===== src/rtl/regfile_debug_port.sv =====
// ---------------------------------------------------------------------------
// regfile_debug_port
//
// Debug-side initiator for the 32 x XLEN register file. Accepts host commands
// on a valid/ready channel and drives the register file's two read ports and
// single write port on the host's behalf. Reads are bursts that fetch two
// consecutive registers per access and stream them back one word at a time
// over a valid/ready response channel. Writes are single-register transfers.
// `busy` is asserted whenever the block owns the register file ports.
//
// Ports:
//   clock, resetn                 clock, asynchronous active-low reset
//   cmd_valid / cmd_ready         command handshake (ready only in IDLE)
//   cmd_write                     1 = single write, 0 = burst read
//   cmd_addr, cmd_count           start register, read burst length
//   cmd_wdata                     write data
//   rf_read1 / rf_read2           register file read addresses
//   rf_data1 / rf_data2           register file read data (combinational)
//   rf_write_reg/_data/rf_reg_write  register file write port
//   rsp_valid / rsp_ready         response handshake
//   rsp_data, rsp_addr, rsp_last  response word, its register number, last flag
//   busy                          high whenever not IDLE
// ---------------------------------------------------------------------------
module regfile_debug_port #(
    parameter int XLEN = 64,
    parameter int NREG = 32,
    parameter int RAW  = 6
) (
    input  logic            clock,
    input  logic            resetn,
    input  logic            cmd_valid,
    output logic            cmd_ready,
    input  logic            cmd_write,
    input  logic [4:0]      cmd_addr,
    input  logic [5:0]      cmd_count,
    input  logic [XLEN-1:0] cmd_wdata,
    output logic [RAW-1:0]  rf_read1,
    output logic [RAW-1:0]  rf_read2,
    input  logic [XLEN-1:0] rf_data1,
    input  logic [XLEN-1:0] rf_data2,
    output logic [RAW-1:0]  rf_write_reg,
    output logic [XLEN-1:0] rf_write_data,
    output logic            rf_reg_write,
    output logic            rsp_valid,
    input  logic            rsp_ready,
    output logic [XLEN-1:0] rsp_data,
    output logic [4:0]      rsp_addr,
    output logic            rsp_last,
    output logic            busy
);

    typedef enum logic [2:0] {
        IDLE  = 3'd0,
        WRITE = 3'd1,
        FETCH = 3'd2,
        SEND0 = 3'd3,
        SEND1 = 3'd4
    } state_t;

    state_t            state_q,     state_d;
    logic [4:0]        addr_q,      addr_d;
    logic [XLEN-1:0]   wdata_q,     wdata_d;
    logic [5:0]        remaining_q, remaining_d;
    logic [XLEN-1:0]   buf0_q,      buf0_d;
    logic [XLEN-1:0]   buf1_q,      buf1_d;

    // Second register of the current pair; 5-bit sum wraps 31 -> 0.
    logic [4:0]        addr_plus1;
    assign addr_plus1 = addr_q + 5'd1;

    // Burst lengths beyond the register file size are clamped to it.
    function automatic logic [5:0] sat_count(input logic [5:0] cnt);
        if (cnt > 6'(NREG)) begin
            return 6'(NREG);
        end
        return cnt;
    endfunction

    always_comb begin
        state_d     = state_q;
        addr_d      = addr_q;
        wdata_d     = wdata_q;
        remaining_d = remaining_q;
        buf0_d      = buf0_q;
        buf1_d      = buf1_q;

        case (state_q)
            IDLE: begin
                if (cmd_valid) begin
                    addr_d      = cmd_addr;
                    wdata_d     = cmd_wdata;
                    remaining_d = sat_count(cmd_count);
                    if (cmd_write) begin
                        state_d = WRITE;
                    end else if (sat_count(cmd_count) != 6'd0) begin
                        state_d = FETCH;
                    end
                end
            end

            WRITE: begin
                state_d = IDLE;
            end

            // Snapshot both registers; later core writes are not reflected.
            FETCH: begin
                buf0_d  = rf_data1;
                buf1_d  = rf_data2;
                state_d = SEND0;
            end

            SEND0: begin
                if (rsp_ready) begin
                    state_d = (remaining_q == 6'd1) ? IDLE : SEND1;
                end
            end

            SEND1: begin
                if (rsp_ready) begin
                    // Guarded so the counter can never wrap below zero.
                    remaining_d = (remaining_q >= 6'd2) ? remaining_q - 6'd2 : 6'd0;
                    addr_d      = addr_q + 5'd2;
                    state_d     = (remaining_q <= 6'd2) ? IDLE : FETCH;
                end
            end

            default: begin
                state_d = IDLE;
            end
        endcase
    end

    always_ff @(posedge clock or negedge resetn) begin
        if (!resetn) begin
            state_q     <= IDLE;
            addr_q      <= '0;
            wdata_q     <= '0;
            remaining_q <= '0;
            buf0_q      <= '0;
            buf1_q      <= '0;
        end else begin
            state_q     <= state_d;
            addr_q      <= addr_d;
            wdata_q     <= wdata_d;
            remaining_q <= remaining_d;
            buf0_q      <= buf0_d;
            buf1_q      <= buf1_d;
        end
    end

    // Outputs are pure decodes of registered state, so reset clears them
    // asynchronously and nothing depends combinationally on cmd_valid.
    always_comb begin
        cmd_ready     = (state_q == IDLE);
        busy          = (state_q != IDLE);
        rf_read1      = '0;
        rf_read2      = '0;
        rf_write_reg  = '0;
        rf_write_data = '0;
        rf_reg_write  = 1'b0;
        rsp_valid     = 1'b0;
        rsp_data      = '0;
        rsp_addr      = '0;
        rsp_last      = 1'b0;

        case (state_q)
            WRITE: begin
                rf_write_reg  = RAW'(addr_q);
                rf_write_data = wdata_q;
                // x0 is hardwired zero, so never strobe a write to it.
                rf_reg_write  = (addr_q != 5'd0);
            end
            FETCH: begin
                rf_read1 = RAW'(addr_q);
                rf_read2 = RAW'(addr_plus1);
            end
            SEND0: begin
                rsp_valid = 1'b1;
                rsp_data  = buf0_q;
                rsp_addr  = addr_q;
                rsp_last  = (remaining_q == 6'd1);
            end
            SEND1: begin
                rsp_valid = 1'b1;
                rsp_data  = buf1_q;
                rsp_addr  = addr_plus1;
                rsp_last  = (remaining_q == 6'd2);
            end
            default: begin
            end
        endcase
    end

endmodule


===== config.mk =====
export PLATFORM = sky130hd
export DESIGN_NAME = regfile_debug_port
export DESIGN_NICKNAME = d
export VERILOG_FILES = /design/src/rtl/regfile_debug_port.sv
export SDC_FILE = /design/constraint.sdc
export NUM_CORES = 1
export LEC_CHECK = 0
export ABC_AREA = 0
export ABC_CLOCK_PERIOD_IN_PS = 4900
export CAP_MARGIN = 20
export CORE_MARGIN = 10
export CORE_UTILIZATION = 50
export CTS_BUF_LIST = sky130_fd_sc_hd__clkbuf_2 sky130_fd_sc_hd__clkbuf_4 sky130_fd_sc_hd__clkbuf_8
export CTS_CLUSTER_SIZE = 25
export DETAILED_ROUTE_END_ITERATION = 6
export DONT_BUFFER_PORTS = 1
export PLACE_DENSITY = 0.64
export SLEW_MARGIN = 0
export SYNTH_ARGS = -nofsm -noshare
export SYNTH_HDL_FRONTEND = slang
export SYNTH_SLANG_ARGS = --single-unit
export TNS_END_PERCENT = 5

===== constraint.sdc =====
create_clock -name clock -period 4.9 [get_ports clock]
set_clock_uncertainty 0.05 [all_clocks]
set_input_delay 0.98 -clock clock [delete_from_list [all_inputs] [get_ports clock]]
set_output_delay 0.98 -clock clock [all_outputs]
set_load 0.02 [all_outputs]

Word-level counts from Yosys, hierarchy flattened
Index checks and enable logic that the tools add are counted.

word-level totals
  register bits after elaboration = 206
  output and inout bits = 156
  word-level logic and storage cells = 67

cells by class
  add/sub/neg operators = 3
  order comparisons = 3
  eq/ne operators = 10
  muxes and demuxes = 36
  reductions and logical operators = 9

operators with widths
  kind                 number
  $pmux 64 s2          1
  $mux 64              1
  $mux 6               9
  $mux 5               5
  $pmux 5 s2           2
  $mux 3               6
  $pmux 3 s4           1
  $pmux 6 s2           1
  $mux 1               8
  $eq 3x2->1 const B   2
  $eq 6x1->1 const B   1
  $eq 6x2->1 const B   1
  $ge 6x2->1 const B   1
  $gt 6x6->1 const B   1
  $le 6x2->1 const B   1
  $ne 2x2->1 const B   3
  $reduce_bool 6->1    1
  $sub 6x2->6 const B  1
  $add 5x1->5 const B  1
  $add 5x2->5 const B  1
  $reduce_bool 5->1    1
  $reduce_and 4->1     1
  $eq 3x1->1 const B   1
  $eq 3x3->1 const B   1
  9 further kinds      9

Logic depth before layout (Yosys ltp)
  word-level depth = 14
  gate-level depth with buffers = 8
  depth with buffers taken out = 5

Worst setup path before layout
OpenSTA, ideal clock, no wires.

  kind = register -> output
  start point = register state_q[1]
  end point = output rsp_addr[3]
  arrival time = 1.765 ns
  setup slack = 2.105 ns
  stages on the path, launching flop included = 6
  buffers on the path = 3
  cells stage by stage = dfrtp_1 buf_4 or3b_1 buf_2 buf_2 o31ai_1

between the ends
  longest elaborated chain between the ends = 2
  elaborated cells on any way between the ends = 3
  those cells by class = eq/ne: 2; mux: 1

ends and longest elaborated chain
  what                                      RTL line  source
  start: declaration                        60        state_t state_q, state_d;
  start signal: assignment                  142       state_q <= state_d;
  $eq 3x3->1 or $eq 3x2->1 (tied branches)  166       case (state_q)
  $pmux 5 s2 (*)                            166
  end: declaration                          47        output logic [4:0] rsp_addr,

Mark *: on every way between the ends. The rest lies on a longest branch, timed or not.

Worst setup path in the final report
  start point = register state_q[2]
  end point = output rsp_addr[2]

The elaborated chain is that of the path after synthesis.

==> results_dict.tcl <==
set metrics [dict create \
    synth-simple-area-share 0.233 \
    io_pins 364 \
    cts_tree "yes" \
    grt.busiest_layer "met2" \
    cap_violations 0 \
    htree_levels 2 \
    cts_hold_buffers 0 \
    cp-start-kind "register" \
    hold_class "primary input to asynchronous set/reset pin" \
    antenna_found_initial 0 \
    postRouteWirelength_um 26500 \
    p_int_mw 4.43 \
    grt_use_met1 0.235 \
    period_needed_ps 3800 \
    synthCells 981 \
    synth_compound_area_frac 0.0893 \
    setup_ws_ps 1100 \
    critPathBufInv 0 \
    fmax_mhz 263 \
    post-cts-setup-buffers 0 \
    final_util 0.548 \
    grt_setup_unrepaired "no" \
    drive_gt1_frac 0.143 \
    endpoint_kind "output pin" \
    syn_area_per_cell_um2 9.64 \
    dp_hpwl_um 18700 \
    slowest_delay_ps 860 \
    synth-seq-cells 206 \
    ctsResizeCount 0 \
    yosys_most_used_dff "dfrtp_1" \
    pwr-share-comb 0.364 \
    reg2reg_to "buf0_q[25]" \
    globalplace.congestion 0.827 \
    io_buffer_count 0 \
    yosys_warnings 0 \
    rows 50 \
    areaGrowthSynthToFinish_pct 7.95 \
    dp_cells 1155 \
    synth_top_cell_by_area "dfrtp_1" \
    fin_cells 1214 \
    vias_per_cell 5.57 \
    met3_usage 0.0906 \
    critPathLaunch "state_q[2]" \
    tightest_slew_ps 982 \
    sw_frac_of_total 0.402 \
    synth_fa_ha_area_frac 0.00529 \
    yosysTopAreaCellShare 0.545 \
    layout_common_cells "nand2_1, dfrtp_1, and2_1" \
    clock_path_buffers 3 \
    clkTransAtPathRegs_ps 60 \
    required_ps 3870 \
    vias 6759 \
    start_util 0.507 \
    cts_sinks 206 \
    r2r-start "state_q[1]" \
    diodes 0 \
    slew_viol_final 0 \
    synthMuxAreaShare 0.0783 \
    p_sw_mw 2.98 \
    ant_nets 0 \
    die-area_um2 24800 \
    dp_worst_setup_slack_ps 1650 \
    outcome "completed" \
    layout_commonest_cell "nand2_1" \
    overflow 0 \
    setup_viol 0 \
    clkPwrFrac 0.212 \
    grt_use_met2 0.338 \
    critPathKind "register to output pin" \
    postSynth.asyncResetShare 1.00 \
    hold_viol 0 \
    synth_edf_count 0 \
    reg2reg_setup_slack_ps 2290 \
    relSlewSlack 0.345 \
    grt_pass1_wl_um 40100 \
    ys_types 48 \
    crit_cells 3 \
    drt-wirelength-per-cell_um 21.8 \
    worstPathArrival_ps 2770 \
    synth_top_family_by_area "simple AND/OR/NAND/NOR gates" \
    grt_max_degree 207 \
    path_delay_family "simple AND/OR/NAND/NOR gates" \
    route.detailed.drc 0 \
    fp.dieW_um 158 \
    layout.nets 1170 \
    drt_iter0_drc 401 \
    first_global_vias 6905 \
    cts-root-buf "clkbuf_8" \
    synthXorXnorAreaFrac 0.00278 \
    power-per-cell-area_nw_per_um2 725 \
    cp_max_fo 18 \
    synth_area_leaders "dfrtp_1, nand2_1, mux2_2, a22o_1, and2_1" \
    syn_area_um2 9460 \
    setup_tns_ps 0 \
    cts_made_buffers 35 \
    power.leakage_nw 4.96 \
    r2r_cells 6 \
    core_area_um2 18600 \
    ir_drop_uv 300 \
    clkLatencyLatePin_ps 500 \
    seqPwrFrac 0.423 \
    crit_path_cell_trace "nor3b_4, nand2_1, o21ai_0" \
    ys_seq_area_frac 0.545 \
    first_pass_iters 5 \
    crit_slowest_cell "nor3b_4" \
    fin_crit_sh 0.775 \
    grt_usage 0.206 \
    fp.dieH_um 158 \
]
## layout make-up
type                            instances  area [um2]
Inverter                               11        41.3
Timing Repair Buffer                    8        97.6
Clock inverter                          2        10.0
Fill cell                            1691        8430
Multi-Input combinational cell        696        3900
Sequential cell                       206        5150
Clock buffer                           57         709
Tap cell                              234         293
## power groups by stage
| stage | combinational [mW] | sequential, mW | clock (mW) |
|---|---|---|---|
| finish | 2.70 | 3.13 | 1.57 |
| global route | 3.03 | 3.24 | 1.71 |
| CTS | 2.74 | 3.14 | 1.62 |
| detailed placement | 2.75 | 3.15 | 0 |
| global placement | 2.67 | 3.18 | 0 |
| floorplan | 2.45 | 2.90 | 0 |
## Yosys cell counts (all sizes together), types with 4 or more instances
master / n
ha: 4
and2: 75
nor2: 14
a22o: 65
buf: 46
a21oi: 10
mux2: 64
clkbuf: 24
nor3: 6
dfrtp: 206
o21ai: 19
nand2: 396
inv: 11
nor3b: 4
nand3: 6
or3: 4
## registers in the layout, summed over array words and instances, names as in the netlist
| name | count |
|---|---|
| buf0_q | 64 |
| buf1_q | 64 |
| wdata_q | 64 |
| remaining_q | 6 |
| addr_q | 5 |
| state_q | 3 |
## worst max-delay path by stage
| stage | endpoint | slack [ps] |
|---|---|---|
| floorplan | rsp_addr[3] | 2110 |
| global placement | rsp_addr[2] | 1660 |
| detailed placement | rsp_last | 1650 |
| CTS | rsp_last | 1080 |
| global route | rsp_last | 980 |
| finish | rsp_addr[2] | 1100 |
## metrics by stage
stage	instance area, um2	hold WS, ps	total power [mW]
2_1_floorplan	9470	395	5.35
3_3_place_gp	9490	410	5.85
3_5_place_dp	9490	413	5.90
4_1_cts	10200	92.2	7.51
5_1_grt	10200	88.6	7.98
6_report	10200	122	7.40
## layer usage
metal / part of all wire / wire length (um)
met4: 0.024 / 627
met2: 0.49 / 12900
met5: 0 / 0
met1: 0.37 / 9710
met3: 0.12 / 3260
## logic make-up after synthesis
| logic type | count (synthesis) |
|---|---|
| xor+xnor | 3 |
| flops | 206 |
| fa+ha+maj | 4 |
| simple gates | 511 |
| compound gates | 109 |
| other cells | 1 |
| mux | 66 |
| buf+inv | 81 |
Note: power is estimated with default switching activity, not from simulation.
